### src/rtl/node_pkg.sv
// Shared encodings for the sensor-node scheduler: controller instruction codes,
// scheduler state encoding and common widths.
package node_pkg;

  localparam int unsigned TIMER_W = 16;
  localparam int unsigned CNT_W   = 8;
  localparam int unsigned INST_W  = 2;

  // Instruction codes understood by the controller.
  typedef enum logic [INST_W-1:0] {
    INST_NONE        = 2'b00,
    INST_READ_SENSOR = 2'b01,
    INST_READ_RADIO  = 2'b10,
    INST_WRITE_RADIO = 2'b11
  } inst_e;

  typedef enum logic [1:0] {
    ST_IDLE      = 2'b00,
    ST_ISSUE     = 2'b01,
    ST_WAIT_DONE = 2'b10
  } state_e;

  function automatic logic [CNT_W-1:0] sat_inc(input logic [CNT_W-1:0] v);
    return (v == '1) ? v : v + CNT_W'(1);
  endfunction

endpackage

### src/rtl/sample_timer.sv
// Free-running sample period counter; tick_c_o is high in the last cycle of
// each period, i.e. on the cycle whose edge wraps the counter back to 0.
module sample_timer
  import node_pkg::*;
#(
  parameter int unsigned PERIOD = 1000
) (
  input  logic clk,
  input  logic rst,
  input  logic run_i,
  output logic tick_c_o
);

  logic [TIMER_W-1:0] cnt_q;
  logic [TIMER_W-1:0] cnt_d;
  logic               wrap_c;

  assign wrap_c = run_i && (cnt_q == TIMER_W'(PERIOD - 1));

  // Held at zero while not running, so a restart always sees a full period.
  always_comb begin
    cnt_d = cnt_q + TIMER_W'(1);
    if (!run_i || wrap_c) begin
      cnt_d = '0;
    end
  end

  always_ff @(posedge clk or posedge rst) begin
    if (rst) begin
      cnt_q <= '0;
    end else begin
      cnt_q <= cnt_d;
    end
  end

  assign tick_c_o = wrap_c;

endmodule

### src/rtl/node_scheduler.sv
// Sensor-node scheduler: arbitrates radio receive, radio transmit and sensor
// sampling onto a single controller instruction port.
module node_scheduler
  import node_pkg::*;
#(
  parameter int unsigned SAMPLE_PERIOD  = 1000,
  parameter int unsigned BATCH_SIZE     = 8,
  parameter int unsigned ACCEPT_TIMEOUT = 16
) (
  input  logic              clk,
  input  logic              rst,
  input  logic              run,
  input  logic              ctrl_busy,
  input  logic              radio_busy,
  input  logic              rx_pending,
  output logic              ctrl_enable,
  output logic [INST_W-1:0] ctrl_inst,
  output logic [CNT_W-1:0]  sample_count,
  output logic              overrun,
  output logic              timeout_err,
  output logic              sched_busy
);

  state_e             state_q, state_d;
  inst_e              op_q, op_d, sel_op_c;
  inst_e              inst_q;
  logic [CNT_W-1:0]   acc_q, acc_d;
  logic [CNT_W-1:0]   cnt_q, cnt_d;
  logic               pend_q, pend_d;
  logic               armed_q;
  logic               tick_c, accept_c, timeout_c, clr_pend_c;
  logic               ctrl_enable_q, overrun_q, timeout_q, busy_q;

  sample_timer #(
    .PERIOD(SAMPLE_PERIOD)
  ) u_timer (
    .clk     (clk),
    .rst     (rst),
    .run_i   (run),
    .tick_c_o(tick_c)
  );

  // Fixed-priority selection: receive, then transmit, then sample.
  always_comb begin
    sel_op_c = INST_NONE;
    if (rx_pending && !radio_busy) begin
      sel_op_c = INST_READ_RADIO;
    end else if ((cnt_q >= CNT_W'(BATCH_SIZE)) && !radio_busy) begin
      sel_op_c = INST_WRITE_RADIO;
    end else if (pend_q) begin
      sel_op_c = INST_READ_SENSOR;
    end
  end

  always_comb begin
    state_d   = state_q;
    op_d      = op_q;
    acc_d     = acc_q;
    cnt_d     = cnt_q;
    accept_c  = 1'b0;
    timeout_c = 1'b0;
    case (state_q)
      ST_IDLE: begin
        // armed_q keeps the first edge after reset release decision-free.
        if (run && armed_q && (sel_op_c != INST_NONE)) begin
          state_d = ST_ISSUE;
          op_d    = sel_op_c;
          acc_d   = '0;
        end
      end
      ST_ISSUE: begin
        if (!run) begin
          state_d = ST_IDLE;
        end else if (ctrl_busy) begin
          accept_c = 1'b1;
          state_d  = ST_WAIT_DONE;
          if (op_q == INST_READ_SENSOR) begin
            cnt_d = sat_inc(cnt_q);
          end else if (op_q == INST_WRITE_RADIO) begin
            cnt_d = '0;
          end
        end else if (acc_q == CNT_W'(ACCEPT_TIMEOUT - 1)) begin
          timeout_c = 1'b1;
          state_d   = ST_IDLE;
        end else begin
          acc_d = acc_q + CNT_W'(1);
        end
      end
      ST_WAIT_DONE: begin
        if (!ctrl_busy) begin
          state_d = ST_IDLE;
        end
      end
      default: state_d = ST_IDLE;
    endcase
  end

  // A tick landing on the same edge that retires a sample re-arms the request.
  assign clr_pend_c = (accept_c || timeout_c) && (op_q == INST_READ_SENSOR);
  assign pend_d     = tick_c || (pend_q && !clr_pend_c);

  always_ff @(posedge clk or posedge rst) begin
    if (rst) begin
      state_q       <= ST_IDLE;
      op_q          <= INST_NONE;
      inst_q        <= INST_NONE;
      acc_q         <= '0;
      cnt_q         <= '0;
      pend_q        <= 1'b0;
      armed_q       <= 1'b0;
      ctrl_enable_q <= 1'b0;
      overrun_q     <= 1'b0;
      timeout_q     <= 1'b0;
      busy_q        <= 1'b0;
    end else begin
      state_q       <= state_d;
      op_q          <= op_d;
      inst_q        <= (state_d == ST_ISSUE) ? op_d : INST_NONE;
      acc_q         <= acc_d;
      cnt_q         <= cnt_d;
      pend_q        <= pend_d;
      armed_q       <= 1'b1;
      ctrl_enable_q <= run || (state_d == ST_WAIT_DONE);
      overrun_q     <= tick_c && pend_q && !clr_pend_c;
      timeout_q     <= timeout_c;
      busy_q        <= (state_d != ST_IDLE);
    end
  end

  assign ctrl_enable  = ctrl_enable_q;
  assign ctrl_inst    = inst_q;
  assign sample_count = cnt_q;
  assign overrun      = overrun_q;
  assign timeout_err  = timeout_q;
  assign sched_busy   = busy_q;

endmodule

### config.mk
export PLATFORM = sky130hd
export DESIGN_NAME = node_scheduler
export DESIGN_NICKNAME = d
export VERILOG_FILES = /design/src/rtl/node_pkg.sv /design/src/rtl/sample_timer.sv /design/src/rtl/node_scheduler.sv
export SDC_FILE = /design/constraint.sdc
export NUM_CORES = 1
export LEC_CHECK = 0
export ABC_AREA = 1
export BUFFER_PORTS_ARGS = -buffer_cell sky130_fd_sc_hd__buf_4
export CAP_MARGIN = 40
export CELL_PAD_IN_SITES_DETAIL_PLACEMENT = 1
export CELL_PAD_IN_SITES_GLOBAL_PLACEMENT = 1
export CORE_MARGIN = 8
export CORE_UTILIZATION = 40
export DETAILED_ROUTE_END_ITERATION = 10
export PLACE_DENSITY_LB_ADDON = 0.05
export SLEW_MARGIN = 20
export SYNTH_ARGS = -nofsm -noshare
export SYNTH_HDL_FRONTEND = slang
export SYNTH_SLANG_ARGS = --single-unit
### constraint.sdc
create_clock -name clk -period 1.6 [get_ports clk]
set_clock_uncertainty 0.1 [all_clocks]
set_input_delay 0 -clock clk [delete_from_list [all_inputs] [get_ports clk]]
set_output_delay 0 -clock clk [all_outputs]
set_load 0.02 [all_outputs]
# --- After elaboration in Yosys (flattened, before gate mapping) ---
# Index checks and enable logic that the tools add are counted.
# W data, S select, Z words.
totals:
  ff_bits: 44
  output_inout_bits: 14
  input_bits: 6
classes:
  order_cmp: 1
  add_sub_neg: 3
  n_mux: 28
  n_eq_ne: 14
  n_reduce_logical: 23
ops:
  columns: ["cell", "n"]
  rows:
  - ["$mux W8", 7]
  - ["$mux W2", 10]
  - ["$add A16 B1 Y16 const B", 1]
  - ["$add A8 B1 Y8 const B", 2]
  - ["$eq A16 B10 Y1 const B", 1]
  - ["$mux W16", 1]
  - ["$pmux W8 S2", 1]
  - ["$ne A2 B2 Y1 const B", 5]
  - ["$reduce_and A5 Y1", 2]
  - ["$logic_and A1 B1 Y1", 9]
  - ["$eq A8 B4 Y1 const B", 1]
  - ["$eq A8 B8 Y1 const B", 1]
  - ["$ge A8 B4 Y1 const B", 1]
  - ["$mux W1", 8]
  - ["$reduce_bool A2 Y1", 4]
  - ["$eq A2 B1 Y1 const B", 3]
  - ["$eq A2 B2 Y1 const B", 3]
  - ["$pmux W2 S3", 1]
  - ["$logic_or A1 B1 Y1", 4]
  - ["$logic_not A1 Y1", 3]
  - ["$logic_not A2 Y1", 1]

# --- Logic depth before layout (Yosys ltp) ---
depth:
  ltp_word: 10
  mapped_depth: 9
  mapped_depth_nobuf: 8

# --- Modules after synthesis ---
# Synthesis repeated with hierarchy kept, for this count alone.
unflattened:
  hier_cells: 314
  hier_area_um2: 2427.3
modules_own_cells:
  columns: ["module", "cells_per_inst", "area_per_inst_um2", "instances"]
  rows:
  - ["node_scheduler", 194, 1530.2, 1]
  - ["sample_timer", 120, 897.1, 1]

# --- Least setup slack after synthesis ---
# Ideal clock, no wire load.
synth_timing:
  path_kind: "reg2reg"
  start: "reg cnt_q[0] (netlist: sample_count[0])"
  end: "reg cnt_q[3] (netlist: sample_count[3])"
  synth_period_minus_slack_ns: 1.535
  stages_incl_launch_ff: 9
  t_arrival_ns: 1.358
  setup_slack_ns: 0.065
  required_time_ns: 1.424
  cell_sequence: "dfrtp_1 -> ha_1 -> nand2_1 -> nor2_1 -> nand3_1 -> nand3_1 -> buf_4 -> nand2_1 -> o21ai_1"
synth_between:
  elab_chain_len: 3
synth_rtl:
  columns: ["item", "line_no", "rtl"]
  rows:
  - ["start, declared", "node_scheduler.sv:28", "logic [CNT_W-1:0] cnt_q, cnt_d;"]
  - ["start signal, assigned", "node_scheduler.sv:120", "cnt_q <= cnt_d;"]
  - ["$add A8 B1 Y8 / $eq A8 B8 Y1 (equally long branches)", "node_pkg.sv:24", "return (v == '1) ? v : v + CNT_W'(1);"]
  - ["$mux W8 / $ne A2 B2 Y1 (equally long branches)", null, null]
  - ["$mux W8 / $reduce_and A5 Y1 (equally long branches)", null, null]
# Several ways; a longest one is shown, not always the timed one. The select of a mux whose other input is x is not followed.
# A chain may end at the register's enable or synchronous reset.

# --- Worst setup path after layout ---
layout_timing:
  start: "reg u_timer.cnt_q[5]"
  end: "reg u_timer.cnt_q[9]"
layout_between:
  elab_chain_len: 4
layout_rtl:
  columns: ["item", "line_no", "rtl"]
  rows:
  - ["start, declared", "sample_timer.sv:14", "logic [TIMER_W-1:0] cnt_q;"]
  - ["start signal, assigned", "sample_timer.sv:32", "cnt_q <= cnt_d;"]
  - ["parallel branches: the longest is 3 deep, another holds $add A16 B1 Y16", null, null]
  - ["$mux W16 *", "sample_timer.sv:23", "if (!run_i || wrap_c) begin"]
  - ["via u_timer.cnt_d[9]", "sample_timer.sv:15", "logic [TIMER_W-1:0] cnt_d;"]
# Mark *: on every way through the listed nets, which the timed path passes.

==> impl_metrics.tcl <==
set metrics [dict create \
    synthArstFlopShare_pct 100 \
    grt_pass1_vias 2359 \
    insertion_delay_ns 0.31 \
    clock_sinks 44 \
    max_slew.worst_pin.slew_ns 0.575 \
    r2r_start "u_timer.cnt_q[5]" \
    cts_tree "built" \
    coreArea_mm2 0.00585 \
    layout_common_cells "nand2_1, dfrtp_1, nor2_1" \
    grtUsageTotal_pct 15.9 \
    cp-end-kind "flop" \
    nNetsFinal 370 \
    pre_cts_slack_ns 0.0603 \
    synth_flop_cell "dfrtp_1" \
    power_density_mw_per_mm2 756 \
    p_leak_nw 1.39 \
    gr-total-overflow 0 \
    hold_viol_final 0 \
    grt_pass1_wl_um 11200 \
    drive_above_1_share_pct 21.6 \
    fmaxAchievable_mhz 657 \
    viasPerCell 5.05 \
    remaining_drc_errors 0 \
    fp.dieW_um 93.5 \
    netlist.area_leader.share_pct 45.9 \
    antenna_found_initial 0 \
    fin_ws_ns 0.0768 \
    arrival_ns 1.63 \
    syn-instance-count 312 \
    fin_util_pct 50.9 \
    min_path_type "input port to async pin" \
    setup_viol 0 \
    ff2ff_setup_slack_ns 0.08 \
    area_growth_pct 24.2 \
    yosysTopAreaCell "dfrtp_1" \
    antenna_left 0 \
    syn_avg_cell_area_um2 7.69 \
    worst-setup-path-type "flop to flop" \
    synth_seq_cells 44 \
    drt_iter0_drc 66 \
    place_congestion 0.799 \
    cts_htree_levels 2 \
    dpl.hpwl_um 4870 \
    critPathLaunchType "flop" \
    cap_violations 0 \
    ir_drop_uv 380 \
    routed-via-count 2201 \
    reg2reg_to "u_timer.cnt_q[9]" \
    final_common_cell "nand2_1" \
    slew_headroom_pct 61.7 \
    die_area_mm2 0.00873 \
    period_minus_slack_ns 1.52 \
    crit_required_ns 1.71 \
    io_buffer_count 19 \
    io_pins 20 \
    crit_fanout 6 \
    synth.area.top_cells "dfrtp_1, nand2_1, nand3_1" \
    stdcell_count 436 \
    wl_per_cell_um 15.1 \
    rsz0062_at_grt "true" \
    drtPass1Iterations 4 \
    synth-seq-area-share_pct 45.9 \
    cts_buffers 5 \
    clockBufferDepth 2 \
    synth_edf_count 0 \
    fp-row-count 28 \
    drt_wl_total_um 6590 \
    root_buffer "clkbuf_8" \
    timing.final.crit_share_pct 95.2 \
    cts.reportedPaths.clkPinSlew_ns 0.10 \
    place_inst 422 \
    yosysUniqueCellTypes 31 \
    insertedDiodeCount 0 \
    grt_max_degree 45 \
    status "finished clean" \
    syn-cell-area_mm2 0.00240 \
    initial_core_util_pct 41.0 \
    ys_warn_count 0 \
    final_area_mm2 0.00298 \
    slew_violations 0 \
    rr_worst_depth 6 \
    synth_fp_nets 322 \
    fp.dieH_um 93.5 \
    place_area_mm2 0.00277 \
    power_mw 2.25 \
]
==> final cells by class <==
class                   instances  area, um^2
inverters                      39         149
clock inverters                 3        26.3
clock buffers                   5        68.8
repair buffers                 44         363
multi-input cells             226        1180
well taps                      75        93.8
fillers                       758        2870
flip-flops and latches         44        1100
==> timing repair <==
action,in CTS,in global routing
hold endpoints to repair,52,0
setup buffers,0,1
gates resized for setup,0,19
hold buffers,5,0
setup endpoints to repair,0,32
==> layer usage <==
metal | share of wire [%] | track usage, % | vias to the layer above
met3 | 3.2 | 2.88 | 7
met4 | 1.0 | 4.03 | 0
met5 | 0 | 0 | -
li1 | - | - | 1099
met2 | 49 | 27.2 | 25
met1 | 46 | 20.1 | 1070
==> synth_stat cells (3+ instances only) <==
cell / number
nand3_1: 37
ha_1: 4
dfrtp_1: 44
inv_1: 37
nor3_1: 10
nor2_2: 6
nand4_1: 11
nor3b_1: 3
a21oi_1: 5
nand2_2: 3
o21ai_0: 5
xor2_1: 8
o21ai_1: 5
nor2_1: 42
nand2_1: 73
==> flip-flops by register name, indices dropped and copies added (netlist names), 2 cells and up <==
register / cells
u_timer.cnt_q: 16
acc_q: 8
sample_count: 8
ctrl_inst: 2
op_q: 2
state_q: 2
==> worst max path at each step <==
| stage | startpoint | to | slack (ns) | cells past startpoint |
|---|---|---|---|---|
| after global placement | sample_count[5] | acc_q[5] | 0.09 | 9 |
| after global routing | u_timer.cnt_q[0] | u_timer.cnt_q[15] | -0.04 | 7 |
| final | u_timer.cnt_q[5] | u_timer.cnt_q[9] | 0.08 | 6 |
| after CTS | u_timer.cnt_q[1] | u_timer.cnt_q[14] | 0.04 | 8 |
| after floorplan | sample_count[0] | sample_count[3] | 0.07 | 8 |
| after detailed placement | sample_count[5] | acc_q[6] | 0.06 | 9 |
==> metrics by stage <==
stage | TNS (ns) | hold WS [ns]
3_3_place_gp | 0 | 0.0878
6_report | 0 | 0.293
3_5_place_dp | 0 | 0.0977
5_1_grt | -0.171 | 0.352
4_1_cts | 0 | 0.324
2_1_floorplan | 0 | 0.0121
==> power by group <==
group	total, mW	internal (mW)	switching (mW)
Sequential	1.18	1.15	0.0360
Clock	0.758	0.322	0.436
Combinational	0.313	0.124	0.189
==> cells by family (layout without fill, tap and decap cells) <==
| family | after synthesis | count (layout) | synth area share, % |
|---|---|---|---|
| and+or+nand+nor | 194 | 194 | 37.2 |
| DFF | 44 | 44 | 45.9 |
| buffers and inverters | 42 | 91 | 7.30 |
| AOI/OAI and AO/OA | 18 | 18 | 4.12 |
| xor gates and xnor gates | 9 | 9 | 3.28 |
| adders and majority gates | 4 | 4 | 2.09 |
| other | 1 | 1 | 0.156 |
==> critical path: stages, from the launching register on <==
cell and delay [ns]:
dfrtp_1 0.45, nand2_1 0.13, nor3_1 0.26, buf_4 0.18
nand3_1 0.08, xor2_1 0.17, nor2_1 0.05
(Power assumes the default switching activity.)
